[src/rtl/ram_ctrl_pkg.sv]
// Shared op codes and FSM state encodings for the RAM command controller.
// Latency: n/a (constants only).
// Backpressure: n/a.
package ram_ctrl_pkg;

    localparam logic [1:0] OP_WRITE = 2'b00;
    localparam logic [1:0] OP_READ  = 2'b01;
    localparam logic [1:0] OP_FILL  = 2'b10;
    localparam logic [1:0] OP_SCAN  = 2'b11;

    localparam logic [2:0] ST_IDLE      = 3'd0;
    localparam logic [2:0] ST_RD_WAIT   = 3'd1;
    localparam logic [2:0] ST_FILL      = 3'd2;
    localparam logic [2:0] ST_SCAN_WAIT = 3'd3;
    localparam logic [2:0] ST_SCAN_RD   = 3'd4;

endpackage

[src/rtl/ram_sp_sync.sv]
// Single-port synchronous RAM, registered read, write-enable, no reset (M10K-inferable).
// Latency: read data valid one cycle after the address is presented.
// Backpressure: none; accepts an access every cycle.
module ram_sp_sync #(
    parameter int DATA_W = 4,
    parameter int ADDR_W = 5
) (
    input  logic              clock,
    input  logic [ADDR_W-1:0] addr,
    input  logic              we,
    input  logic [DATA_W-1:0] wdata,
    output logic [DATA_W-1:0] rdata
);

    logic [DATA_W-1:0] mem [2**ADDR_W];

    always_ff @(posedge clock) begin
        if (we)
            mem[addr] <= wdata;
        rdata <= mem[addr];
    end

endmodule

[src/rtl/ram_scan_ctrl.sv]
// Command front-end over a single-port RAM: write, read, block fill and timed auto-scan read-out.
// Latency: READ result 2 cycles after accept; FILL busy DEPTH cycles; SCAN one read per SCAN_DIV+1 cycles.
// Backpressure: cmd_ready only in IDLE; commands offered while busy are ignored, never queued.
module ram_scan_ctrl
    import ram_ctrl_pkg::*;
#(
    parameter int DATA_W   = 4,
    parameter int ADDR_W   = 5,
    parameter int SCAN_DIV = 1
) (
    input  logic              clock,
    input  logic              resetn,
    input  logic              cmd_valid,
    output logic              cmd_ready,
    input  logic [1:0]        cmd_op,
    input  logic [ADDR_W-1:0] cmd_addr,
    input  logic [DATA_W-1:0] cmd_data,
    input  logic              scan_stop,
    output logic              rd_valid,
    output logic [ADDR_W-1:0] rd_addr,
    output logic [DATA_W-1:0] rd_data,
    output logic              busy
);

    localparam int                DIV_W     = $clog2(SCAN_DIV + 1);
    localparam logic [DIV_W-1:0]  DIV_LAST  = DIV_W'(SCAN_DIV - 1);
    localparam logic [ADDR_W-1:0] ADDR_LAST = '1;

    logic [2:0]        state;
    logic [ADDR_W-1:0] ptr;
    logic [ADDR_W-1:0] fill_cnt;
    logic [DIV_W-1:0]  div_cnt;
    logic [DATA_W-1:0] fill_val;

    logic [ADDR_W-1:0] ram_addr;
    logic [DATA_W-1:0] ram_wdata;
    logic              ram_we;
    logic [DATA_W-1:0] ram_q;

    assign cmd_ready = (state == ST_IDLE);
    assign busy      = ~cmd_ready;

    // In scan states the RAM always looks at ptr, so the word for the next
    // SCAN_RD is already registered by the time that state is entered.
    always_comb begin
        ram_addr  = cmd_addr;
        ram_wdata = cmd_data;
        ram_we    = 1'b0;
        case (state)
            ST_IDLE:      ram_we = cmd_valid && (cmd_op == OP_WRITE);
            ST_FILL: begin
                ram_addr  = fill_cnt;
                ram_wdata = fill_val;
                ram_we    = 1'b1;
            end
            ST_SCAN_WAIT,
            ST_SCAN_RD:   ram_addr = ptr;
            default:      ;
        endcase
    end

    ram_sp_sync #(
        .DATA_W (DATA_W),
        .ADDR_W (ADDR_W)
    ) u_ram (
        .clock (clock),
        .addr  (ram_addr),
        .we    (ram_we),
        .wdata (ram_wdata),
        .rdata (ram_q)
    );

    always_ff @(posedge clock or negedge resetn) begin
        if (!resetn) begin
            state    <= ST_IDLE;
            ptr      <= '0;
            fill_cnt <= '0;
            div_cnt  <= '0;
            fill_val <= '0;
            rd_valid <= 1'b0;
            rd_addr  <= '0;
            rd_data  <= '0;
        end else begin
            rd_valid <= 1'b0;
            case (state)
                ST_IDLE: begin
                    if (cmd_valid) begin
                        case (cmd_op)
                            OP_READ: begin
                                ptr   <= cmd_addr;
                                state <= ST_RD_WAIT;
                            end
                            OP_FILL: begin
                                fill_cnt <= '0;
                                fill_val <= cmd_data;
                                state    <= ST_FILL;
                            end
                            OP_SCAN: begin
                                ptr   <= cmd_addr;
                                state <= ST_SCAN_RD;
                            end
                            default: ;
                        endcase
                    end
                end
                ST_RD_WAIT: begin
                    rd_valid <= 1'b1;
                    rd_addr  <= ptr;
                    rd_data  <= ram_q;
                    state    <= ST_IDLE;
                end
                ST_FILL: begin
                    fill_cnt <= fill_cnt + 1'b1;
                    if (fill_cnt == ADDR_LAST)
                        state <= ST_IDLE;
                end
                ST_SCAN_RD: begin
                    // A stop arriving with the read completion drops that read.
                    if (scan_stop) begin
                        state <= ST_IDLE;
                    end else begin
                        rd_valid <= 1'b1;
                        rd_addr  <= ptr;
                        rd_data  <= ram_q;
                        ptr      <= ptr + 1'b1;
                        div_cnt  <= '0;
                        state    <= ST_SCAN_WAIT;
                    end
                end
                ST_SCAN_WAIT: begin
                    if (scan_stop)
                        state <= ST_IDLE;
                    else if (div_cnt == DIV_LAST)
                        state <= ST_SCAN_RD;
                    else
                        div_cnt <= div_cnt + 1'b1;
                end
                default: state <= ST_IDLE;
            endcase
        end
    end

endmodule

[config.mk]
export PLATFORM = sky130hd
export DESIGN_NAME = ram_scan_ctrl
export DESIGN_NICKNAME = d
export VERILOG_FILES = /design/src/rtl/ram_ctrl_pkg.sv /design/src/rtl/ram_sp_sync.sv /design/src/rtl/ram_scan_ctrl.sv
export SDC_FILE = /design/constraint.sdc
export NUM_CORES = 1
export LEC_CHECK = 0
export BUFFER_PORTS_ARGS = -buffer_cell sky130_fd_sc_hd__buf_2
export CAP_MARGIN = 20
export CELL_PAD_IN_SITES_DETAIL_PLACEMENT = 1
export CELL_PAD_IN_SITES_GLOBAL_PLACEMENT = 1
export CORE_AREA = 2 2 89 176
export CTS_BUF_LIST = sky130_fd_sc_hd__clkbuf_16
export CTS_CLUSTER_SIZE = 20
export DETAILED_ROUTE_END_ITERATION = 8
export DIE_AREA = 0 0 91 178
export HOLD_SLACK_MARGIN = 0.1
export PLACE_DENSITY_LB_ADDON = 0.15
export SYNTH_ARGS = -nofsm -noshare
export SYNTH_HDL_FRONTEND = slang
export SYNTH_SLANG_ARGS = --single-unit
[constraint.sdc]
create_clock -name clock -period 2 [get_ports clock]
set_input_delay 0.1 -clock clock [delete_from_list [all_inputs] [get_ports clock]]
set_output_delay 0.1 -clock clock [all_outputs]
set_load 0.005 [all_outputs]
==> flow_metrics.tcl, run 1 <==
set metrics [dict create \
    status "complete, but fails checks" \
    violations "setup timing" \
    core-area_um2 14800 \
    max_freq_mhz 396 \
    final_cell_area_um2 9720 \
    diodes 0 \
    worstSetupPathType "reg2reg" \
    dp_hpwl_mm 13.9 \
    htreeDepth 4 \
    drt_iter0_drc 233 \
    cp-end-kind "flop" \
    fin_util_pct 65.6 \
    detail-route-antenna-nets 0 \
    numPortBuffers 26 \
    arrival_ps 2820 \
    setup_violations 132 \
    rsz0062_at_grt "yes" \
    drive_gt1_share_pct 49.1 \
    vias 4830 \
    maxUsedRoutingLayer "met4" \
    finalHoldViolations 0 \
    syn-cell-area_um2 6870 \
    wl_met3_um 652 \
    period_share_pct 126 \
    row_count 63 \
    clk-insertion-delay-late_ps 430 \
    die_x_um 91 \
    die_h_um 178 \
    nNetsFinal 643 \
    wl_met1_mm 7.43 \
    maxCapViolations 0 \
    ys_seq_elements 159 \
    tritoncts "built" \
    grt_overflow 0 \
    syn_to_final_growth_pct 41.6 \
    hold_ws_ps 119 \
    slew-limit-headroom_pct 54.8 \
    p_leak_uw 0.00355 \
    dr_wl_met2_mm 12.1 \
    dieArea_um2 16200 \
    ys_types 40 \
    clockBufferDepth 2 \
    hold_class "in2reg" \
    remaining_drc_errors 0 \
    ios 27 \
    setup_ws_ps -523 \
    crit_required_ps 2300 \
    antenna_found_initial 0 \
    placed_area_um2 8230 \
    clock-sinks 159 \
    syn-num-nets 500 \
    postSynthAreaPerCell_um2 14.3 \
    start_util_pct 46.4 \
    synth-seq-area-share_pct 67.0 \
    cts_made_buffers 17 \
    start_kind "flop" \
    vdd_drop_max_v 0.000843 \
    grt_pass1_wl_mm 31.2 \
    grt_max_degree 33 \
    yosysWarnings 0 \
    grt_usage_pct 26.4 \
    power_per_cell_area_nw_per_um2 1540 \
    period_minus_slack_ps 2520 \
    routedWlPerCell_um 25.9 \
    vias_per_cell 5.80 \
    crit_path_max_fanout 7 \
    dr.pass1.iters 4 \
    wl_mm 21.6 \
    skew_ps 14.8 \
    drv_slew 0 \
    worst_slew_pin_slew_ps 678 \
    clk_pin_slew_worst_paths_ps 60 \
    grt_pass1_vias 5372 \
    finalWeightedCongestion 0.919 \
    root_buffer "clkbuf_16" \
    netlist_instances 482 \
]
## cell families after synthesis
logic type	synth area share (%)
flops	67.0
simple gates	9.45
buf+inv	2.09
compound gates	7.38
xor+xnor	0.128
fa+ha+maj	0.547
mux	13.4
## flip-flops by register name, summed over array words and instances (netlist names)
signal,cells
rd_addr,5
ptr,5
fill_val,4
rd_data,4
fill_cnt,5
u_ram.rdata,4
state,3
rd_valid,1
u_ram.mem,128
## metal layers
layer | GRT usage, % | vias to the layer above
met4 | 19.0 | 0
met3 | 4.99 | 67
li1 | - | 2166
met2 | 48.2 | 142
met1 | 26.4 | 2455
met5 | 0 | -
## through the flow
step                cells  total power [uW]  worst slack (ps)  TNS (ps)
global route          833             15500              -574    -47730
floorplan             482              7920              -100     -7350
global placement      769              9970              -859    -44090
finish                833             15000              -523    -39330
detailed placement    769             10200              -933    -66600
CTS                   821             14300              -429    -40940
## critical path: stages, from the launching register on
cell	delay, ps
dfrtp_2	440
or2_4	280
a311oi_4	290
buf_6	190
buf_12	150
buf_6	160
mux2i_4	310
o22ai_4	130
nor4_4	350
nand2_2	100
## repair_timing
action,in CTS,in global routing
setup buffers,10,16
cloned,2,1
pin swaps,38,36
setup endpoints to repair,260,132
hold endpoints to repair,34,0
resized for setup,62,63
hold buffers,9,0
## cell usage after synthesis, drive strengths merged
library cell / instances / area (um^2)
a31oi: 1 / 6.26
a311o: 5 / 50.1
o22ai: 32 / 200
o21ai: 7 / 35.0
mux2i: 72 / 721
a22o: 1 / 8.76
edfxtp: 128 / 3840
nand2: 26 / 97.6
and3: 1 / 6.26
or3: 1 / 6.26
o22a: 1 / 8.76
or2: 1 / 8.76
dfxtp: 4 / 80.1
nand4: 19 / 119
and2: 1 / 6.26
nor4: 8 / 50.1
nor3b: 1 / 7.51
nor3: 3 / 20.0
mux2: 18 / 203
ha: 3 / 37.5
a21oi: 16 / 80.1
nand3: 4 / 20.0
inv: 3 / 11.3
a32o: 2 / 20.0
xnor2: 1 / 8.76
a311oi: 5 / 97.6
nand3b: 7 / 52.6
dfrtp: 27 / 676
buf: 18 / 118
nor2: 54 / 205
nand2b: 8 / 50.1
clkbuf: 4 / 15.0
## worst paths after layout
check / from / endpoint / slack, ps / cells past startpoint
worst max-delay path: state[0] / u_ram.rdata[0] / -520 / 9
worst min-delay path: cmd_addr[1] / ptr[1] / 120 / 4
worst max register to register: state[0] / u_ram.rdata[0] / -520 / 9
worst min register to register: fill_val[2] / fill_val[2] / 490 / 1
max in group asynchronous: resetn / ptr[0] / 1260 / 2
min in group asynchronous: resetn / fill_cnt[4] / 240 / 2
## layout make-up
| type | instances | area, um^2 |
|---|---|---|
| tap | 195 | 244 |
| timing repair buffer | 146 | 1250 |
| inverter | 3 | 11.3 |
| fill | 1372 | 5090 |
| multi-input combinational | 298 | 3040 |
| clock buffer | 20 | 500 |
| sequential | 159 | 4600 |
| clock inverter | 12 | 78.8 |
## cells in the final DEF, fill, tap and decap left out, types with 3 or more instances in the layout
cell / synthesis / layout
a21oi_2: 0 / 4
buf_4: 6 / 81
nand4_1: 19 / 19
a21oi_1: 16 / 11
nand2_4: 0 / 8
nand2b_1: 8 / 6
mux2_4: 0 / 4
inv_1: 2 / 3
buf_12: 0 / 7
dfrtp_1: 27 / 23
dlygate4sd3_1: 0 / 9
clkbuf_16: 0 / 21
nand2_1: 26 / 13
dfxtp_1: 4 / 4
buf_6: 2 / 20
o22ai_4: 0 / 3
mux2i_2: 0 / 18
clkinv_2: 0 / 3
a311oi_4: 2 / 3
o22ai_2: 0 / 16
nand3b_1: 7 / 7
mux2i_4: 0 / 8
edfxtp_1: 128 / 128
mux2_1: 4 / 4
nand3_1: 4 / 4
nor2_1: 53 / 13
buf_2: 10 / 26
clkinv_4: 0 / 4
o21ai_0: 6 / 5
mux2_2: 14 / 10
nor4_4: 0 / 6
a311o_2: 0 / 4
o22ai_1: 32 / 13
dfrtp_2: 0 / 4
nor2_4: 0 / 39
ha_1: 3 / 3
nand2_8: 0 / 4
mux2i_1: 72 / 46
## report_power, final
part | internal (uW) | switching (uW)
clock network | 1810 | 1320
registers | 4340 | 302
logic | 3270 | 3930
No activity file was read; power rests on OpenSTA's default activity.
==> run 2, diff against run 1 <==
--- a/config.mk
+++ b/config.mk
@@ -5,15 +5,16 @@
 export SDC_FILE = /design/constraint.sdc
 export NUM_CORES = 1
 export LEC_CHECK = 0
+export ABC_CLOCK_PERIOD_IN_PS = 2000
 export BUFFER_PORTS_ARGS = -buffer_cell sky130_fd_sc_hd__buf_2
 export CAP_MARGIN = 20
 export CELL_PAD_IN_SITES_DETAIL_PLACEMENT = 1
 export CELL_PAD_IN_SITES_GLOBAL_PLACEMENT = 1
-export CORE_AREA = 2 2 89 176
+export CORE_AREA = 2 2 96 191
 export CTS_BUF_LIST = sky130_fd_sc_hd__clkbuf_16
 export CTS_CLUSTER_SIZE = 20
 export DETAILED_ROUTE_END_ITERATION = 8
-export DIE_AREA = 0 0 91 178
+export DIE_AREA = 0 0 98 193
 export HOLD_SLACK_MARGIN = 0.1
 export PLACE_DENSITY_LB_ADDON = 0.15
 export SYNTH_ARGS = -nofsm -noshare
==> flow_metrics.tcl, run 2 (synthesized netlist as in run 1, its figures left out) <==
set metrics [dict create \
    grt_overflow 0 \
    setup_ws_ps -483 \
    vias_per_cell 5.56 \
    clk-insertion-delay-late_ps 430 \
    cts_made_buffers 17 \
    p_leak_uw 0.00350 \
    die_h_um 193 \
    rsz0062_at_grt "yes" \
    max_freq_mhz 403 \
    fillers 1678 \
    skew_ps 10.9 \
    nNetsFinal 632 \
    total_power_uw 14800 \
    crit_required_ps 2330 \
    hold_class "in2reg" \
    finalWeightedCongestion 0.851 \
    period_share_pct 124 \
    ios 27 \
    finalHoldViolations 0 \
    drive_gt1_share_pct 45.0 \
    start_kind "flop" \
    grt_pass1_vias 5049 \
    fin_util_pct 54.8 \
    dr.pass1.iters 4 \
    numPortBuffers 26 \
    antenna_found_initial 0 \
    root_buffer "clkbuf_16" \
    row_count 69 \
    remaining_drc_errors 0 \
    final_cell_mix "edfxtp_1 (128), buf_4 (71), mux2i_1 (51)" \
    grt_usage_pct 21.6 \
    detail-route-antenna-nets 0 \
    crit_path_max_fanout 7 \
    diodes 0 \
    layout_commonest_cell "edfxtp_1" \
    start_util_pct 39.2 \
    grt_max_degree 33 \
    dp_hpwl_mm 12.7 \
    status "complete, but fails checks" \
    period_minus_slack_ps 2480 \
    largest_reg_flops 128 \
    setup_violations 132 \
    clk_pin_slew_worst_paths_ps 70 \
    htreeDepth 4 \
    drv_slew 0 \
    worstSetupPathType "reg2reg" \
    routedWlPerCell_um 23.4 \
    slew-limit-headroom_pct 56.5 \
    syn_to_final_growth_pct 39.7 \
    worst_slew_pin_slew_ps 653 \
    drt_iter0_drc 188 \
    maxCapViolations 0 \
    vdd_drop_max_v 0.000914 \
    cp-end-kind "flop" \
    die_x_um 98 \
    clockBufferDepth 2 \
    core-area_um2 17500 \
    wl_mm 19.7 \
    violations "setup timing" \
    power_per_cell_area_nw_per_um2 1550 \
    dieArea_um2 18900 \
    top_register "u_ram.mem" \
    vias 4674 \
    clock-sinks 159 \
    arrival_ps 2810 \
    tritoncts "built" \
    grt_pass1_wl_mm 30.4 \
]
run 2: cell count changes in the layout (fill, tap and decap cells not counted), sizes merged:
cell | before | now
buf | 136 | 122
clkinv | 7 | 3
bufinv | 0 | 3
clkbuf | 21 | 18
inv | 8 | 11
a311o | 5 | 6
bufbuf | 0 | 1
clkinvlp | 0 | 1
dlygate4sd3 | 9 | 10
run 2: final timing paths:
check | start | to | slack (ps) | cells past startpoint
max in group asynchronous | resetn | state[2] | 1300 | 2
worst min register to register | fill_val[2] | fill_val[2] | 490 | 1
min in group asynchronous | resetn | fill_val[1] | 230 | 2
worst min-delay path | cmd_addr[4] | ptr[4] | 130 | 4
worst max register to register | state[0] | u_ram.rdata[3] | -480 | 9
worst max-delay path | state[0] | u_ram.rdata[3] | -480 | 9
run 2: area by class of cell:
type                            count  area [um^2]  share of cell area, %
Inverter                            3         11.3                  0.117
Clock inverter                     15          195                   2.03
Tap cell                          213          267                   2.78
Multi-Input combinational cell    299         2900                   30.2
Clock buffer                       17          425                   4.43
Timing Repair Buffer              134         1200                   12.5
Sequential cell                   159         4600                   48.0
run 2: report_power, final:
group	total, uW	internal (uW)	switching [uW]
clock network	3480	2010	1470
logic	6770	3120	3640
registers	4600	4320	272
run 2: per-stage QoR:
step                worst slack [ps]  cells  setup TNS, ps  area [um^2]  hold slack [ps]
finish                          -483    840         -37520         9600              126
global route                    -533    840         -45030         9600              148
CTS                             -430    835         -41090         9330              111
detailed placement              -721    780         -53860         8270              163
global placement                -661    780         -45690         8270              163
floorplan                       -100    482          -7350         7300             -196
run 2: per-layer routing:
layer | wire length, um | up-vias | global-route usage [%] | part of all wire (%)
met1 | 8310 | 2412 | 26.7 | 42
li1 | - | 2141 | - | -
met5 | 0 | - | 0 | 0
met2 | 10300 | 81 | 37.0 | 52
met4 | 666 | 0 | 10.5 | 3.4
met3 | 399 | 40 | 3.35 | 2.0
run 2: worst max-delay path, cell delays in order (launching register included):
cell and delay, ps:
dfrtp_2 460, or2_4 290, a311oi_4 340, buf_6 210
buf_12 150, mux2i_4 250, o22ai_2 110, nor4_4 340
buf_4 170, nand2_1 40
run 2: what timing repair did:
item,CTS,global route
buffers inserted,12,5
hold buffers,10,0
gates resized for setup,44,45
endpoints found under the hold margin,35,0
gates cloned,3,1
pin swaps,18,28
endpoints found under the setup margin,161,200
